## config.mk

```make
export PLATFORM = sky130hd
export DESIGN_NAME = credit_out_buffer
export DESIGN_NICKNAME = d
export VERILOG_FILES = /design/src/rtl/credit_out_buffer.sv
export SDC_FILE = /design/constraint.sdc
export NUM_CORES = 1
export LEC_CHECK = 0
export BUFFER_PORTS_ARGS = -buffer_cell sky130_fd_sc_hd__buf_2
export CAP_MARGIN = 10
export CORE_UTILIZATION = 30
export CTS_BUF_LIST = sky130_fd_sc_hd__clkbuf_4
export DETAILED_ROUTE_END_ITERATION = 16
export PLACE_DENSITY_LB_ADDON = 0.12
export REMOVE_ABC_BUFFERS = 1
export SLEW_MARGIN = 20
export SYNTH_ARGS = -nofsm -noshare
export SYNTH_HDL_FRONTEND = slang
export SYNTH_SLANG_ARGS = --single-unit
```

## constraint.sdc

```tcl
create_clock -name clk -period 3.2 [get_ports clk]
set_input_delay 0.16 -clock clk [delete_from_list [all_inputs] [get_ports clk]]
set_output_delay 0.16 -clock clk [all_outputs]
set_load 0.01 [all_outputs]
```

## src/rtl/credit_out_buffer.sv

```systemverilog
// Credit-controlled output buffer behind a fixed-latency, non-stallable delay stage.
// Optional sticky overflow flag is built when CREDIT_BUF_OVERFLOW_CHECK_EN is defined.
module credit_out_buffer #(
  parameter int DATA_WIDTH = 8,
  parameter int DEPTH      = 4
) (
  input  logic                         clk,
  input  logic                         rst,
  input  logic                         issue_valid,
  output logic                         issue_ready,
  input  logic                         s_valid,
  input  logic [DATA_WIDTH-1:0]        s_data,
  output logic                         m_valid,
  input  logic                         m_ready,
  output logic [DATA_WIDTH-1:0]        m_data,
  output logic [$clog2(DEPTH+1)-1:0]   count,
  output logic                         overflow
);

  localparam int CW = $clog2(DEPTH + 1);
  localparam int PW = (DEPTH > 1) ? $clog2(DEPTH) : 1;
  localparam logic [CW-1:0] FULL = CW'(DEPTH);
  localparam logic [PW-1:0] LAST = PW'(DEPTH - 1);

  logic [DATA_WIDTH-1:0] mem [DEPTH];
  logic [PW-1:0]         wr_ptr, rd_ptr;
  logic [CW-1:0]         reserved;
  logic                  issue, pop, full, wr;

  function automatic logic [PW-1:0] bump(input logic [PW-1:0] p);
    return (p == LAST) ? '0 : p + 1'b1;
  endfunction

  assign issue_ready = (reserved != FULL);
  assign m_valid     = (count != '0);
  assign m_data      = mem[rd_ptr];
  assign issue       = issue_valid && issue_ready;
  assign pop         = m_valid && m_ready;
  assign full        = (count == FULL);
  // A pop frees the slot against pre-edge state, so a full buffer still accepts a write.
  assign wr          = s_valid && (!full || pop);

  // Credits: stored plus in-flight words; held at zero if pops outrun issues.
  always_ff @(posedge clk) begin
    if (rst) begin
      reserved <= '0;
    end else if (issue && !pop) begin
      reserved <= reserved + 1'b1;
    end else if (pop && !issue && reserved != '0) begin
      reserved <= reserved - 1'b1;
    end
  end

  always_ff @(posedge clk) begin
    if (rst) begin
      wr_ptr <= '0;
      rd_ptr <= '0;
      count  <= '0;
    end else begin
      if (wr)  wr_ptr <= bump(wr_ptr);
      if (pop) rd_ptr <= bump(rd_ptr);
      if (wr && !pop) begin
        count <= count + 1'b1;
      end else if (pop && !wr) begin
        count <= count - 1'b1;
      end
    end
  end

  always_ff @(posedge clk) begin
    if (wr) mem[wr_ptr] <= s_data;
  end

`ifdef CREDIT_BUF_OVERFLOW_CHECK_EN
  always_ff @(posedge clk) begin
    if (rst) begin
      overflow <= 1'b0;
    end else if (s_valid && full && !pop) begin
      overflow <= 1'b1;
    end
  end
`else
  assign overflow = 1'b0;
`endif

endmodule

```

Yosys cells after proc, flatten, opt, wreduce, memory -nomap -nowiden
Memories as Yosys holds them, arrays and structs flattened. A register that Yosys moved wholly into a read port is not among the register bits.
Cells that the tools add are included.
{ "totals": {"memories": 1, "mem_bits_rw": 32, "ff_bits": 10, "output_inout_bits": 14} }
{ "classes": {"mux": 10, "n_reduce_logical": 17, "add_sub_neg": 6, "eq_ne": 4} }
{ "memory_table": {"columns": ["name", "words", "word_bits", "rd", "rd_ports_with_merged_regs", "write_ports", "line_no", "source"], "rows": [
  ["mem", 4, 8, 1, 1, 1, "25", "logic [DATA_WIDTH-1:0] mem [DEPTH];"]
]} }
{ "ops": {"columns": ["cell", "count"], "rows": [
  ["$mux W3", 4],
  ["$logic_and A1 B1 Y1", 8],
  ["$mux W2", 4],
  ["$add A3 B1 Y3 const B", 2],
  ["$reduce_bool A3 Y1", 2],
  ["$sub A3 B1 Y3 const B", 2],
  ["$add A2 B1 Y2 const B", 2],
  ["$eq A2 B2 Y1 const B", 2],
  ["$logic_not A1 Y1", 4],
  ["$reduce_bool A2 Y1", 2],
  ["$eq A3 B3 Y1 const B", 1],
  ["$ne A3 B3 Y1 const B", 1],
  ["$mux W1", 2],
  ["$logic_or A1 B1 Y1", 1]
]} }

Longest topological paths before layout
Gate-level depths: netlist (run 1).
{ "depth": {"depth_word": 8, "mapped_depth": 10} }

Least setup slack after synthesis (run 1)
Ideal clock, no wire load.
{ "synth_path": {"path_kind": "flip-flop to flip-flop", "startpoint": "reg count[0]", "endpoint": "reg count[2]", "period_less_slack_ns": 2.120, "t_arrival_ns": 2.048, "stages_incl_launch_ff": 9, "path_slack_ns": 1.080, "path_buffers": 1, "setup_ns": 0.071, "t_required_ns": 3.129, "cell_sequence": "dfxtp_1 > o41a_1 > clkbuf_1 > ha_1 > inv_1 > fa_1 > xor2_1 > or3_1 > a21oi_1"} }
{ "synth_via": {"elab_chain_len": 7} }
{ "synth_lines": {"columns": ["item", "line_no", "source"], "rows": [
  ["start: declaration", "16", "output logic [$clog2(DEPTH+1)-1:0] count,"],
  ["start signal: assignment", "63", "count <= count + 1'b1;"],
  ["start signal: assignment", "65", "count <= count - 1'b1;"],
  ["$eq A3 B3 Y1 / $reduce_bool A3 Y1 (equally long branches)", "39, 35", null],
  ["$logic_not A1 Y1 / $logic_and A1 B1 Y1 (equally long branches)", "41, 38", null],
  ["$logic_or A1 B1 Y1 (*)", "41", "assign wr = s_valid && (!full || pop);"],
  ["$logic_and A1 B1 Y1 (*)", "41", null],
  ["via wr", "28", "logic issue, pop, full, wr;"],
  ["$logic_not A1 Y1", "64", "end else if (pop && !wr) begin"],
  ["$logic_and A1 B1 Y1", "64", null],
  ["$reduce_bool A2 Y1 (no line)", null, null]
]} }
The timed path passes the listed nets; every way through them passes the cells marked *. The select of a mux whose other input is x is not followed.
A chain may end at the register's enable or synchronous reset.

Worst setup path in the final report (run 1)
{ "layout_path": {"startpoint": "reg count[0]", "endpoint": "reg reserved[2]"} }
{ "layout_via": {"elab_chain_len": 5} }
{ "layout_lines": {"columns": ["item", "line_no", "source"], "rows": [
  ["$reduce_bool A3 Y1 (*)", "35", "assign m_valid = (count != '0);"],
  ["$logic_and A1 B1 Y1 (*)", "38", "assign pop = m_valid && m_ready;"],
  ["$logic_not A1 Y1 / $logic_and A1 B1 Y1 (equally long branches)", "47, 49", null],
  ["$logic_and A1 B1 Y1, on equally long branches", "47, 49", null],
  ["$mux W3 / $reduce_bool A2 Y1 (equally long branches)", null, null],
  ["end signal: assignment", "48", "reserved <= reserved + 1'b1;"],
  ["end signal: assignment", "50", "reserved <= reserved - 1'b1;"],
  ["end: declaration", "27", "logic [CW-1:0] reserved;"]
]} }
Every way passes the cells marked *; elsewhere a longest branch is shown, timed or not.

==> metrics.txt, run 1 <==
largest net degree at the start of global routing 15; Die X-Extent 81.3 um; die height 81.3 um; final count of hold timing violations 0; status complete, no violations; TritonCTS clock tree yes; yosys warns 0; CP max FO 9; Fin Hold WS 16.1 ps; RSZ-0062 raised after global routing no; Final Skew 10.7 ps; Rel. slew slack 60.8%; Cell Area, Synth 0.00188 mm2; Final WS setup 932 ps; crit path DAT 2540 ps; VDD IR-drop max 341 uV; ranking of synthesized cells by area edfxtp_1 (51%), dfxtp_1 (13%), mux4_2 (9.6%), ha_1 (4.0%), fa_1 (2.1%); I/O Pins 27; Hold Startpoint s_data[4]; CTS Sinks 44; static leakage 0.777 nW; vias in the first global route 1031; Design Area, Final 0.00216 mm2; #FFs+latches synth 44; core footprint 0.00599 mm2; Starting DRT DRC Count 27; dpl hpwl 2.19 mm; final setup violation count 0; total grt overflow 0; dpl cells 213; nets@finish 170; Pins Over Slew Limit 0; CP Capture Type flip-flop; # DRC 0; Post-Layout Cell Count 225; drt wl/cell 13.8 um; list of most frequent post-synthesis cells edfxtp_1 (32), dfxtp_1 (12), mux4_2 (8); Routed Antenna Nets 0; Area Growth Syn to Fin 14.7%; Worst-Margin Slew 588 ps; Seq/Total Area, Yosys 63.7%; mean post-synth cell area 15.7 um2; total CTS buffers 5; Placed Area 0.00206 mm2; Port Buffers 25; synth unique cells 38; layout cells sized above 1 30.0%; worst min-delay path category in -> reg; ANT cells 0; setup bufs post-CTS 0; WL final 3.11 mm; GRT Total Usage 10.6%; post-placement worst setup slack 949 ps; Clk Latency, worst-skew pair 350 ps; detailed-route via count 1034; drt pass-1 iters 3; Root Driver clkbuf_4; cells after synthesis 120; clock-pin slew on the worst setup and hold paths 130 ps; post-CTS resize count 0; Reg2Reg Launch Point count[0]; initial antenna violation count 0; Starting Density 31.5%; CP Launch Point count[0]; # Max-Cap Violations 0; Final min period 2270 ps; post-synth top area share 51.0%; Rows 28; crit path kind reg -> reg; crit path launch type flip-flop; EDFF count, synth 32; fraction of registers with async set or reset after synthesis 0%; Achievable Freq 0.441 GHz; gpl congestion 0.780; die footprint 0.00660 mm2; leading area contributor after synthesis edfxtp_1; first-pass GRT wire length 4.94 mm; ys flop type edfxtp_1; number of H-tree levels 2; Worst EP required 3470 ps; most instantiated library cell after synthesis edfxtp_1; CTS Hold Bufs 0; clk buf depth 2; pwr/cell area 718 mW/mm2; Final Cycle Share 70.9%; post-DR vias/cell 4.60; Setup Total Neg Slack 0 ps
## metal layers
metal	part of all wire, %	global-route usage [%]	up-vias
li1	-	-	508
met2	48	17.7	21
met5	0	0	-
met1	47	12.4	499
met4	1.4	3.75	0
met3	3.7	3.93	6
## cell families after synthesis
group / share of synthesized area [%]
compound gates: 5.71
xor+xnor: 1.86
fa+ha+maj: 6.11
buf+inv: 3.98
flops: 63.7
mux: 11.2
other cells: 0.199
simple gates: 7.24
## final timing paths
path	end	slack (ps)	cells past startpoint
hold / removal	mem[0][4]	20	1
hold reg to reg	flip-flop	490	2
setup reg to reg	reserved[2]	930	9
setup / recovery	reserved[2]	930	9
## critical path, stage by stage, from the launching register on
cell and delay [ps]:
dfxtp_1 400, o31a_1 480, clkinv_8 120, and3_1 160, inv_1 50, fa_1 420
o211ai_1 110, nor2_1 60, o21a_1 200, nor4_2 180
## state kept, by name (all words and copies together), names as in the netlist, named ones only
name,flops
reserved,3
wr_ptr,2
count,3
mem,32
rd_ptr,2
## cell type report
class | instances | area, um2
fillers | 562 | 3830
clock buffers | 6 | 45.0
flip-flops and latches | 44 | 1200
well taps | 75 | 93.8
inverters | 6 | 35.0
multi-input cells | 63 | 608
clock inverters | 2 | 12.5
repair buffers | 29 | 165
## placed cells by master, fill, tap and decap left out, types with 3 or more instances in the layout
| master | synthesis | final |
|---|---|---|
| dlygate4sd3_1 | 0 | 4 |
| and2_1 | 4 | 4 |
| clkbuf_4 | 0 | 6 |
| a21oi_1 | 5 | 5 |
| dfxtp_1 | 12 | 12 |
| nor2_1 | 7 | 7 |
| mux4_2 | 8 | 8 |
| inv_1 | 5 | 5 |
| edfxtp_1 | 32 | 32 |
| ha_1 | 6 | 6 |
| mux2i_1 | 3 | 3 |
| buf_2 | 2 | 25 |
| nand2_1 | 3 | 3 |
## power breakdown
group	internal (mW)	switching (mW)	leakage, nW
sequential	0.695	0.104	0.392
clock	0.0935	0.171	0.0317
combinational	0.240	0.247	0.353
total	1.03	0.522	0.777
## through the flow
step / util [%] / power [mW]
floorplan: - / 1.14
detailed placement: 34.4 / 1.30
global route: 36.1 / 1.67
global placement: 34.4 / 1.28
finish: 36.1 / 1.55
CTS: 35.4 / 1.58
No activity file was read; power rests on OpenSTA's default activity.
==> inputs of run 2 (changes only) <==
- clock period: 3.2 -> 2.3 ns (I/O delays scaled with it)
==> run 2 against run 1 <==
  * Count of clock-buffer cells in the layout decreased by 1
  * Largest cell class unchanged
  * Utilization increased by 1.4 points
  * Final area up 3.8%
  * Register-to-register slack lost 760 ps
  * Sequential power rose by 39%
  * Non-clock buffer count grew 6
  * Highest routed layer unchanged
==> metrics.txt, run 2 (synthesis gave the netlist of run 1 again) <==
most frequent cells in the layout edfxtp_1 (32), buf_2 (25), dfxtp_1 (11); pwr/cell area 1020 mW/mm2 (+41%); worst r2r path cells 8 (-1); status complete, no violations; Worst EP required 2590 ps (-880 ps); crit path launch type flip-flop; largest net degree at the start of global routing 15 (unchanged); Hold Path End wr_ptr[0]; Port Buffers 25 (unchanged); clk buf depth 2 (unchanged); CP Capture Type flip-flop; Routed Antenna Nets 0 (unchanged); # DRC 0 (unchanged); internal power 1.55 mW (+51%); Final WS setup 168 ps (-764 ps); Clk Latency, worst-skew pair 340 ps (about the same); CTS Sinks 44 (unchanged); static leakage 0.814 nW (+4.8%); ANT cells 0 (unchanged); fillers 577 (+2.7%); final count of hold timing violations 0 (unchanged); GRT Total Usage 11.0% (+0.47 points); worst reg-to-reg setup slack 170 ps (-760 ps); clock-pin slew on the worst setup and hold paths 130 ps (about the same); Rel. slew slack 63.4% (+2.7 points); Reg2Reg Launch Point count[2]; clock power share 20.7% (+3.6 points); combinational power share 30.4% (-1.0 points); Top reg by flops mem; Hold Startpoint rst; I/O Pins 27 (unchanged); number of H-tree levels 2 (unchanged); layout cells sized above 1 30.8% (+0.77 points); Final Skew 7.84 ps (-2.88 ps); gpl congestion 0.730 (-6.4%); first-pass GRT wire length 5.19 mm (+5.0%); total grt overflow 0 (unchanged); commonest non-fill, non-tap cell in the layout edfxtp_1; Root Driver clkbuf_4; crit path DAT 2420 ps (-120 ps); drt wl/cell 14.0 um (+1.2%); Rows 28 (unchanged); Setup Total Neg Slack 0 ps (unchanged); RSZ-0062 raised after global routing no; CP max FO 9 (unchanged); VDD IR-drop max 603 uV (+77%); final setup violation count 0 (unchanged); post-placement worst setup slack 125 ps (-824 ps); total CTS buffers 5 (unchanged); vias in the first global route 1065 (+3.3%); Final min period 2130 ps (-136 ps); WL final 3.23 mm (+3.9%); # Max-Cap Violations 0 (unchanged); Starting Density 31.5% (unchanged); Achievable Freq 0.469 GHz (+6.4%); drt pass-1 iters 4 (+1); worst min-delay path category in -> reg; nets@finish 176 (+3.5%); Worst-Margin Slew 548 ps (-40.3 ps); Die X-Extent 81.3 um (unchanged); Starting DRT DRC Count 21 (-22%); dpl hpwl 2.27 mm (+3.4%); Final Cycle Share 92.7% (+22 points); worst reg2reg path endpoint count[2]; crit path kind reg -> reg; Hold Path Stages 2 (+1); detailed-route via count 1058 (+2.3%); max reg flops 32 (unchanged); sw frac 31.9% (-1.7 points); initial antenna violation count 0 (unchanged); Pins Over Slew Limit 0 (unchanged); Reg power frac 48.9% (-2.6 points); Regs by FF count mem (32), count (3), reserved (3); die height 81.3 um (unchanged); core footprint 0.00599 mm2 (unchanged); TritonCTS clock tree yes; post-DR vias/cell 4.58 (-0.34%); switching power 0.727 mW (+39%); Area Growth Syn to Fin 19.0%; die footprint 0.00660 mm2 (unchanged)
run 2: changes by cell type in the layout (fill, tap and decap cells not counted), sizes merged:
cell,previous run,this run
bufinv,0,1
clkbuf,6,5
buf,25,27
dlygate4sd3,4,8
clkinvlp,1,0
clkinv,2,3
run 2: power by group through the flow:
stage                     Combinational [mW]  Sequential, mW  Clock [mW]
after floorplan                        0.482            1.10           0
after global placement                 0.675            1.12           0
after detailed placement               0.690            1.13           0
after CTS                              0.705            1.12       0.497
after global routing                   0.784            1.14       0.525
final                                  0.692            1.11       0.471
run 2: per-stage QoR:
step	power (mW)	hold slack, ps	instance area [um2]	std cells	utilization [%]
2_1_floorplan	1.59	184	1840	113	-
3_3_place_gp	1.80	326	2080	215	34.7
3_5_place_dp	1.82	335	2080	215	34.7
4_1_cts	2.32	64.9	2240	231	37.4
5_1_grt	2.45	79.0	2240	231	37.4
6_report	2.28	84.2	2240	231	37.4
run 2: worst max-delay path, cell delays in order, from the launching register on:
cell and delay [ps]:
dfxtp_1 380, o31a_1 400, clkinv_8 90, ha_1 170
inv_1 60, fa_1 370, xor2_1 160, or3_1 310
a21oi_1 140
run 2: repair_timing:
| action | in CTS | in global routing |
|---|---|---|
| gates resized for setup | 0 | 2 |
| hold buffers | 8 | 0 |
| buffers inserted | 0 | 0 |
| setup endpoints to repair | 0 | 1 |
| hold endpoints to repair | 32 | 0 |
run 2: layer usage:
metal	global-route usage (%)	vias to the layer above	part of all wire, %
li1	-	518	-
met2	18.0	28	49
met5	0	-	0
met1	13.6	507	46
met4	4.11	0	0.87
met3	3.60	5	4.7
run 2: cell type report:
| cell class | count | area [um2] | share of cell area (%) |
|---|---|---|---|
| repair buffers | 35 | 220 | 9.82 |
| clock inverters | 3 | 42.5 | 1.90 |
| clock buffers | 5 | 37.5 | 1.67 |
| multi-input cells | 63 | 611 | 27.2 |
| flip-flops and latches | 44 | 1200 | 53.6 |
| inverters | 6 | 35.0 | 1.56 |
| well taps | 75 | 93.8 | 4.19 |
run 2: worst max path at each step:
stage / depth (start not counted) / start / slack, ps / endpoint
3_5_place_dp: 9 / count[0] / 130 / reserved[2]
2_1_floorplan: 9 / count[0] / 140 / reserved[2]
4_1_cts: 9 / count[0] / 90 / reserved[2]
6_report: 8 / count[2] / 170 / count[2]
5_1_grt: 9 / count[2] / 30 / reserved[2]
3_3_place_gp: 8 / count[0] / 180 / count[2]
